[config.mk]
export PLATFORM = sky130hd
export DESIGN_NAME = sop_match_pipe
export DESIGN_NICKNAME = d
export VERILOG_FILES = /design/src/rtl/sop_match_pkg.sv /design/src/rtl/sop_match_lane.sv /design/src/rtl/sop_match_pipe.sv
export SDC_FILE = /design/constraint.sdc
export NUM_CORES = 1
export LEC_CHECK = 0
export CELL_PAD_IN_SITES_DETAIL_PLACEMENT = 1
export CELL_PAD_IN_SITES_GLOBAL_PLACEMENT = 1
export CORE_AREA = 2 2 145 183
export CTS_BUF_LIST = sky130_fd_sc_hd__clkbuf_16
export DETAILED_ROUTE_END_ITERATION = 12
export DIE_AREA = 0 0 147 185
export MAX_ROUTING_LAYER = met4
export PLACE_DENSITY = 0.8
export SYNTH_ARGS = -nofsm -noshare
export SYNTH_HDL_FRONTEND = slang
export SYNTH_HIERARCHICAL = 1
export SYNTH_SLANG_ARGS = --single-unit
[constraint.sdc]
create_clock -name clk -period 2.1 [get_ports clk]
set_clock_uncertainty 0.1 [all_clocks]
set_input_delay 0.42 -clock clk [delete_from_list [all_inputs] [get_ports clk]]
set_output_delay 0.42 -clock clk [all_outputs]
set_load 0.03 [all_outputs]
[src/rtl/sop_match_pkg.sv]
// Shared definitions for the sum-of-products match pipeline.
// Holds the default geometry, the lane/term flat-index helper, the
// per-lane group vector type and the default counter ceiling.
package sop_match_pkg;

   localparam int LANES_DEF  = 4;
   localparam int GROUPS_DEF = 4;
   localparam int TPG_DEF    = 6;
   localparam int CNT_W_DEF  = 16;

   // Terms per lane is always groups times terms-per-group.
   function automatic int terms_of(input int groups, input int tpg);
      return groups * tpg;
   endfunction

   localparam int TERMS_DEF = GROUPS_DEF * TPG_DEF;

   // Flat bit index of (lane, term) in the a/b/qual operand buses.
   function automatic int lt_idx(input int lane, input int term, input int terms);
      return lane * terms + term;
   endfunction

   // One bit per group: group OR already masked by its enable.
   typedef logic [GROUPS_DEF-1:0] grp_vec_t;

   // Saturation ceiling for the default counter width.
   localparam logic [CNT_W_DEF-1:0] CNT_MAX = {CNT_W_DEF{1'b1}};

endpackage

[src/rtl/sop_match_lane.sv]
// Single-lane term/group reduction.
// Ports:
//   a, b, qual : TERMS operand and qualifier bits of this lane
//   grp_en     : GROUPS-1 enable chain links (bit g-1 gates group g)
//   grp_hit    : per-group OR of qualified products, masked by the
//                cumulative enable (group 0 always enabled)
module sop_match_lane
   import sop_match_pkg::*;
#(
   parameter int GROUPS = GROUPS_DEF,
   parameter int TPG    = TPG_DEF,
   parameter int TERMS  = GROUPS * TPG
) (
   input  logic [TERMS-1:0]  a,
   input  logic [TERMS-1:0]  b,
   input  logic [TERMS-1:0]  qual,
   input  logic [GROUPS-2:0] grp_en,
   output logic [GROUPS-1:0] grp_hit
);

   logic [TERMS-1:0] prod_s;

   // Product terms, group ORs and the running AND of the enable chain.
   always_comb begin
      logic en_v;
      prod_s  = a & b & qual;
      grp_hit = {GROUPS{1'b0}};
      en_v    = 1'b1;
      for (int g = 0; g < GROUPS; g++) begin
         grp_hit[g] = (|prod_s[g*TPG +: TPG]) & en_v;
         // A zero link kills this group's successor and everything beyond it.
         if (g < GROUPS - 1) begin
            en_v = en_v & grp_en[g];
         end else begin
            en_v = en_v;
         end
      end
   end

endmodule

[src/rtl/sop_match_pipe.sv]
// Pipelined sum-of-products match unit.
// Stage 1 registers the masked group hits of every lane plus the sticky
// flag; stage 2 registers the per-lane hit (optionally OR-accumulated).
// Per-lane saturating counters count output handshakes with hit set.
// Ports:
//   clk, rst_n          : clock, asynchronous active-low reset
//   in_valid / in_ready : operand beat handshake
//   a, b, qual          : LANES*TERMS operand/qualifier bits
//   grp_en              : LANES*(GROUPS-1) enable-chain links
//   sticky              : accumulate hit with previous stage-2 hit
//   clear               : synchronous clear of accumulator and counters
//   out_valid/out_ready : result handshake
//   hit                 : per-lane match result
//   hit_cnt             : LANES*CNT_W saturating hit counters
module sop_match_pipe
   import sop_match_pkg::*;
#(
   parameter int LANES  = LANES_DEF,
   parameter int GROUPS = GROUPS_DEF,
   parameter int TPG    = TPG_DEF,
   parameter int CNT_W  = CNT_W_DEF
) (
   input  logic                              clk,
   input  logic                              rst_n,
   input  logic                              in_valid,
   output logic                              in_ready,
   input  logic [LANES*terms_of(GROUPS,TPG)-1:0] a,
   input  logic [LANES*terms_of(GROUPS,TPG)-1:0] b,
   input  logic [LANES*terms_of(GROUPS,TPG)-1:0] qual,
   input  logic [LANES*(GROUPS-1)-1:0]       grp_en,
   input  logic                              sticky,
   input  logic                              clear,
   output logic                              out_valid,
   input  logic                              out_ready,
   output logic [LANES-1:0]                  hit,
   output logic [LANES*CNT_W-1:0]            hit_cnt
);

   localparam int TERMS = terms_of(GROUPS, TPG);
   localparam logic [CNT_W-1:0] CNT_TOP = {CNT_W{1'b1}};
   localparam logic [CNT_W-1:0] CNT_ONE = {{(CNT_W-1){1'b0}}, 1'b1};

   logic [LANES*GROUPS-1:0] grp_hit_s;
   logic [LANES*GROUPS-1:0] s1_grp_r;
   logic                    s1_sticky_r;
   logic                    s1_valid_r;
   logic [LANES-1:0]        acc_r;
   logic [LANES-1:0]        raw_s;
   logic [LANES-1:0]        hit_next_s;
   logic                    s2_accept_s;
   logic                    out_hs_s;

   for (genvar l = 0; l < LANES; l++) begin : g_lane
      sop_match_lane #(
         .GROUPS (GROUPS),
         .TPG    (TPG),
         .TERMS  (TERMS)
      ) u_lane (
         .a       (a[lt_idx(l, 0, TERMS) +: TERMS]),
         .b       (b[lt_idx(l, 0, TERMS) +: TERMS]),
         .qual    (qual[lt_idx(l, 0, TERMS) +: TERMS]),
         .grp_en  (grp_en[l*(GROUPS-1) +: (GROUPS-1)]),
         .grp_hit (grp_hit_s[l*GROUPS +: GROUPS])
      );
   end

   // Handshake control; out_ready reaches in_ready combinationally only.
   always_comb begin
      s2_accept_s = ~out_valid | out_ready;
      in_ready    = ~s1_valid_r | s2_accept_s;
      out_hs_s    = out_valid & out_ready;
   end

   // Stage-2 hit: lane OR of masked groups, OR-ed with the accumulator in sticky mode.
   always_comb begin
      raw_s      = {LANES{1'b0}};
      hit_next_s = {LANES{1'b0}};
      for (int l = 0; l < LANES; l++) begin
         raw_s[l] = |s1_grp_r[l*GROUPS +: GROUPS];
      end
      if (s1_sticky_r) begin
         hit_next_s = raw_s | acc_r;
      end else begin
         hit_next_s = raw_s;
      end
   end

   // Stage 1 register: loads whenever it is empty or draining into stage 2.
   always_ff @(posedge clk or negedge rst_n) begin
      if (!rst_n) begin
         s1_valid_r  <= 1'b0;
         s1_grp_r    <= {(LANES*GROUPS){1'b0}};
         s1_sticky_r <= 1'b0;
      end else if (in_ready) begin
         s1_valid_r <= in_valid;
         if (in_valid) begin
            s1_grp_r    <= grp_hit_s;
            s1_sticky_r <= sticky;
         end
      end
   end

   // Stage 2 register: holds its beat while downstream stalls.
   always_ff @(posedge clk or negedge rst_n) begin
      if (!rst_n) begin
         out_valid <= 1'b0;
         hit       <= {LANES{1'b0}};
      end else if (s2_accept_s) begin
         out_valid <= s1_valid_r;
         if (s1_valid_r) begin
            hit <= hit_next_s;
         end
      end
   end

   // Accumulator tracks the last stage-2 hit; clear restarts it without touching hit.
   always_ff @(posedge clk or negedge rst_n) begin
      if (!rst_n) begin
         acc_r <= {LANES{1'b0}};
      end else if (clear) begin
         acc_r <= {LANES{1'b0}};
      end else if (s2_accept_s && s1_valid_r) begin
         acc_r <= hit_next_s;
      end
   end

   // Saturating per-lane hit counters; clear takes priority over a handshake.
   always_ff @(posedge clk or negedge rst_n) begin
      if (!rst_n) begin
         hit_cnt <= {(LANES*CNT_W){1'b0}};
      end else begin
         for (int l = 0; l < LANES; l++) begin
            if (clear) begin
               hit_cnt[l*CNT_W +: CNT_W] <= {CNT_W{1'b0}};
            end else if (out_hs_s && hit[l] && (hit_cnt[l*CNT_W +: CNT_W] != CNT_TOP)) begin
               hit_cnt[l*CNT_W +: CNT_W] <= hit_cnt[l*CNT_W +: CNT_W] + CNT_ONE;
            end
         end
      end
   end

endmodule
==> metrics.md, run 1 <==
| Metric | Value |
|---|---|
| Die Footprint | `27,200 um2` |
| Max layer used | `met4` |
| Via count | `a little under 7k` |
| Commonest non-fill, non-tap cell in the layout | `clkdlybuf4s50_1` |
| Syn Nets | `approximately 900` |
| CTS Sinks | `91` |
| Post-synth EDFFs | `0` |
| H-tree levels | `3` |
| Crit-path cells | `clkdlybuf4s50_1` |
| Setup TNS | `0 ns` |
| Status | `finished, final reports clean` |
| Max Freq | `0.486 GHz` |
| Sequential share of the synthesized area | `41.2%` |
| Pleak | `4.46 nW` |
| Initial antenna violation count | `19` |
| Worst path bufs/invs | `1` |
| Combinational power share | `27.2%` |
| Final hold vios | `0` |
| Switching part of the total | `roughly 28%` |
| Starting density of the core | `21.6%` |
| Avg Cell Area, Syn | `9.05 um2` |
| Max Root-Sink Buffers | `2` |
| Clock share of power | `about a third` |
| Final setup viols | `0` |
| ANT nets after route | `0` |
| Nets | `1,352` |
| Pwr Density | `roughly 460 nW/um2` |
| Row count | `between 60 and 70` |
| Met1 WL | `10,800 um` |
| Max FO, Critical Path | `3` |
| Worst-Margin Slew | `about 0.6 ns` |
| Period utilization | `98.0%` |
| Max-slew violations | `0` |
| Max stage delay on crit path | `0.74 ns` |
| Main synth FF type | `dfrtp_1` |
| Top Ports | `376` |
| WL per Instance | `20.5 um` |
| Rel. slew slack | `around 60%` |
| Number of synthesized register bits | `approximately 90` |
| Core area | `~26,000 um2` |
| Buffers on Ports | `375` |
| Arr. time, crit path | `1.54 ns` |
| Die span in y | `185 um` |
| Drt first pass iters | `4` |
| Met2 Wirelength | `14,200 um` |
| Hold crit path type | `in2reg` |
| GRT Overall Usage | `approximately 21%` |
| Placer Congestion | `around 0.9` |
| Worst IR Drop VDD | `0.291 mV` |
| Area Overhead vs Synth | `92.4%` |
| Crit-path slowest cell | `clkdlybuf4s50_1` |
| Cells after Synth | `roughly 600` |
| Clock latency on the worst-skew pair | `0.36 ns` |
| Vias/cell | `between 4 and 5` |
| Internal | `3.48 mW` |
| Total CTS buffers | `9` |
| Post-Route WL | `approximately 29,000 um` |
| Worst-path clk slew | `around 0.07 ns` |
| DR WL met3 | `between 3000 and 4000 um` |
| Pin count of the biggest net entering global routing | `52` |
| DP HPWL | `24,500 um` |
| Delay-heaviest family, CP | `buffers and inverters` |
| Synth unique cells | `43` |
| Final core utilization | `41.5%` |
| Critical path class | `reg2out` |
| CTS tree | `yes` |
| CTS root buf | `clkbuf_16` |
| Sw Pwr | `between 1 and 1.5 mW` |
| Min Tclk post-route | `between 2 and 2.5 ns` |
| Commonest cells after routing, fill and taps aside | `349 x clkdlybuf4s50_1, 75 x dfrtp_1, 68 x buf_4` |
| Post-synth ARST share | `100%` |
| Sequential share of power | `40.1%` |
| Drt initial violations | `~170` |
| Critical path endpoint category | `output port` |
| Worst setup SP type | `register` |
| Post-Syn Area | `5520 um2` |
| Ys Warns | `6` |
| Fraction of layout cells with a size suffix above 1 | `15.3%` |
| Max cap viols | `0` |
| Die W | `approximately 150 um` |
| GR Overflow Total | `0` |
| Req. time, crit path | `1.58 ns` |
| # DRC | `0` |
| First-pass GRT wire length | `42,900 um` |
| Vias in the first global route | `roughly 7.5k` |
-- cell usage after synthesis (8+ instances only) --
library cell	instances	area [um2]
and4_1	8	70.1
a21oi_1	36	180
inv_1	11	41.3
or4_1	26	195
clkbuf_1	23	86.3
a31oi_1	66	413
and3_1	59	369
o21ai_0	9	45.0
nand2_1	35	131
dfrtp_1	91	2280
nor2_1	35	131
nor2b_1	17	106
nand4_1	19	119
nand3_1	35	175
o31ai_1	23	173
nor4_1	18	113
mux2_2	33	372
-- cell families after synthesis --
logic type / share of synthesized area [%]
simple gates: 29.2
compound gates: 18.7
flops: 41.2
buf+inv: 2.67
mux: 7.27
fa+ha+maj: 0.906
-- what timing repair did --
| action | CTS | global route |
|---|---|---|
| gates resized for setup | 14 | 20 |
| endpoints found under the hold margin | 21 | 0 |
| buffers inserted | 0 | 1 |
| setup endpoints to repair | 17 | 26 |
| hold buffers | 1 | 0 |
-- path summary, 6_finish.rpt --
path	start	to	slack, ns	cells past startpoint
max	hit[0]	hit[0]	0.04	1
min	clear	hit_cnt[44]	0.35	2
max reg2reg	hit_cnt[17]	hit_cnt[20]	0.06	6
min reg2reg	s1_grp_r[6]	s1_grp_r[6]	0.41	1
max in group asynchronous	rst_n	hit_cnt[37]	0.78	3
min in group asynchronous	rst_n	hit_cnt[57]	0.44	2
-- layout make-up --
class                      instances  area [um2]
antenna                           17        42.5
fill                            2936       15000
clock buffer                       9         225
sequential                        91        2300
inverter                          11        41.3
tap                              340         425
timing repair buffer             448        4370
multi-input combinational        481        3160
clock inverter                     7        53.8
-- flip-flops by register name, summed over array words and instances, names as in the netlist --
signal,cells
acc_r,4
hit,4
hit_cnt,64
out_valid,1
s1_grp_r,16
s1_sticky_r,1
s1_valid_r,1
-- routing by layer --
metal,GRT usage [%],vias up
met1,23.8,3346
met3,8.15,37
met2,36.0,282
li1,-,3287
met5,-,-
met4,6.65,0
-- per-stage QoR --
stage                     setup WS [ns]  hold WS, ns  std cells  power (mW)  instance area (um2)
final                            0.0415        0.348       1404        4.85                10600
after global routing           -0.00398        0.360       1402        5.10                10600
after CTS                       0.00577        0.340       1386        4.92                10500
after detailed placement         -0.425        0.241       1369        3.31                10200
after global placement           -0.386        0.239       1369        3.28                10200
after floorplan               0.0000266       0.0244        610        2.36                 5590
-- power by group through the flow --
| stage | registers, mW | logic, mW | clock network (mW) |
|---|---|---|---|
| after global placement | 1.97 | 1.30 | 0 |
| after global routing | 1.96 | 1.42 | 1.71 |
| after CTS | 1.95 | 1.34 | 1.64 |
| after detailed placement | 1.98 | 1.33 | 0 |
| final | 1.95 | 1.32 | 1.58 |
| after floorplan | 2.03 | 0.326 | 0 |
Power figures use the tool's default switching activity.
==> run 2, diff against run 1 <==
CAP_MARGIN = 25   (was default)
CTS_CLUSTER_DIAMETER = 30   (was default)
==> results of run 2 <==
No change in the layout: final DEF, timing and power equal those of run 1.
==> run 3, diff against run 2 <==
CAP_MARGIN = 10   (was 25)
==> results of run 3 <==
No change in the layout: final DEF, timing and power equal those of run 1.
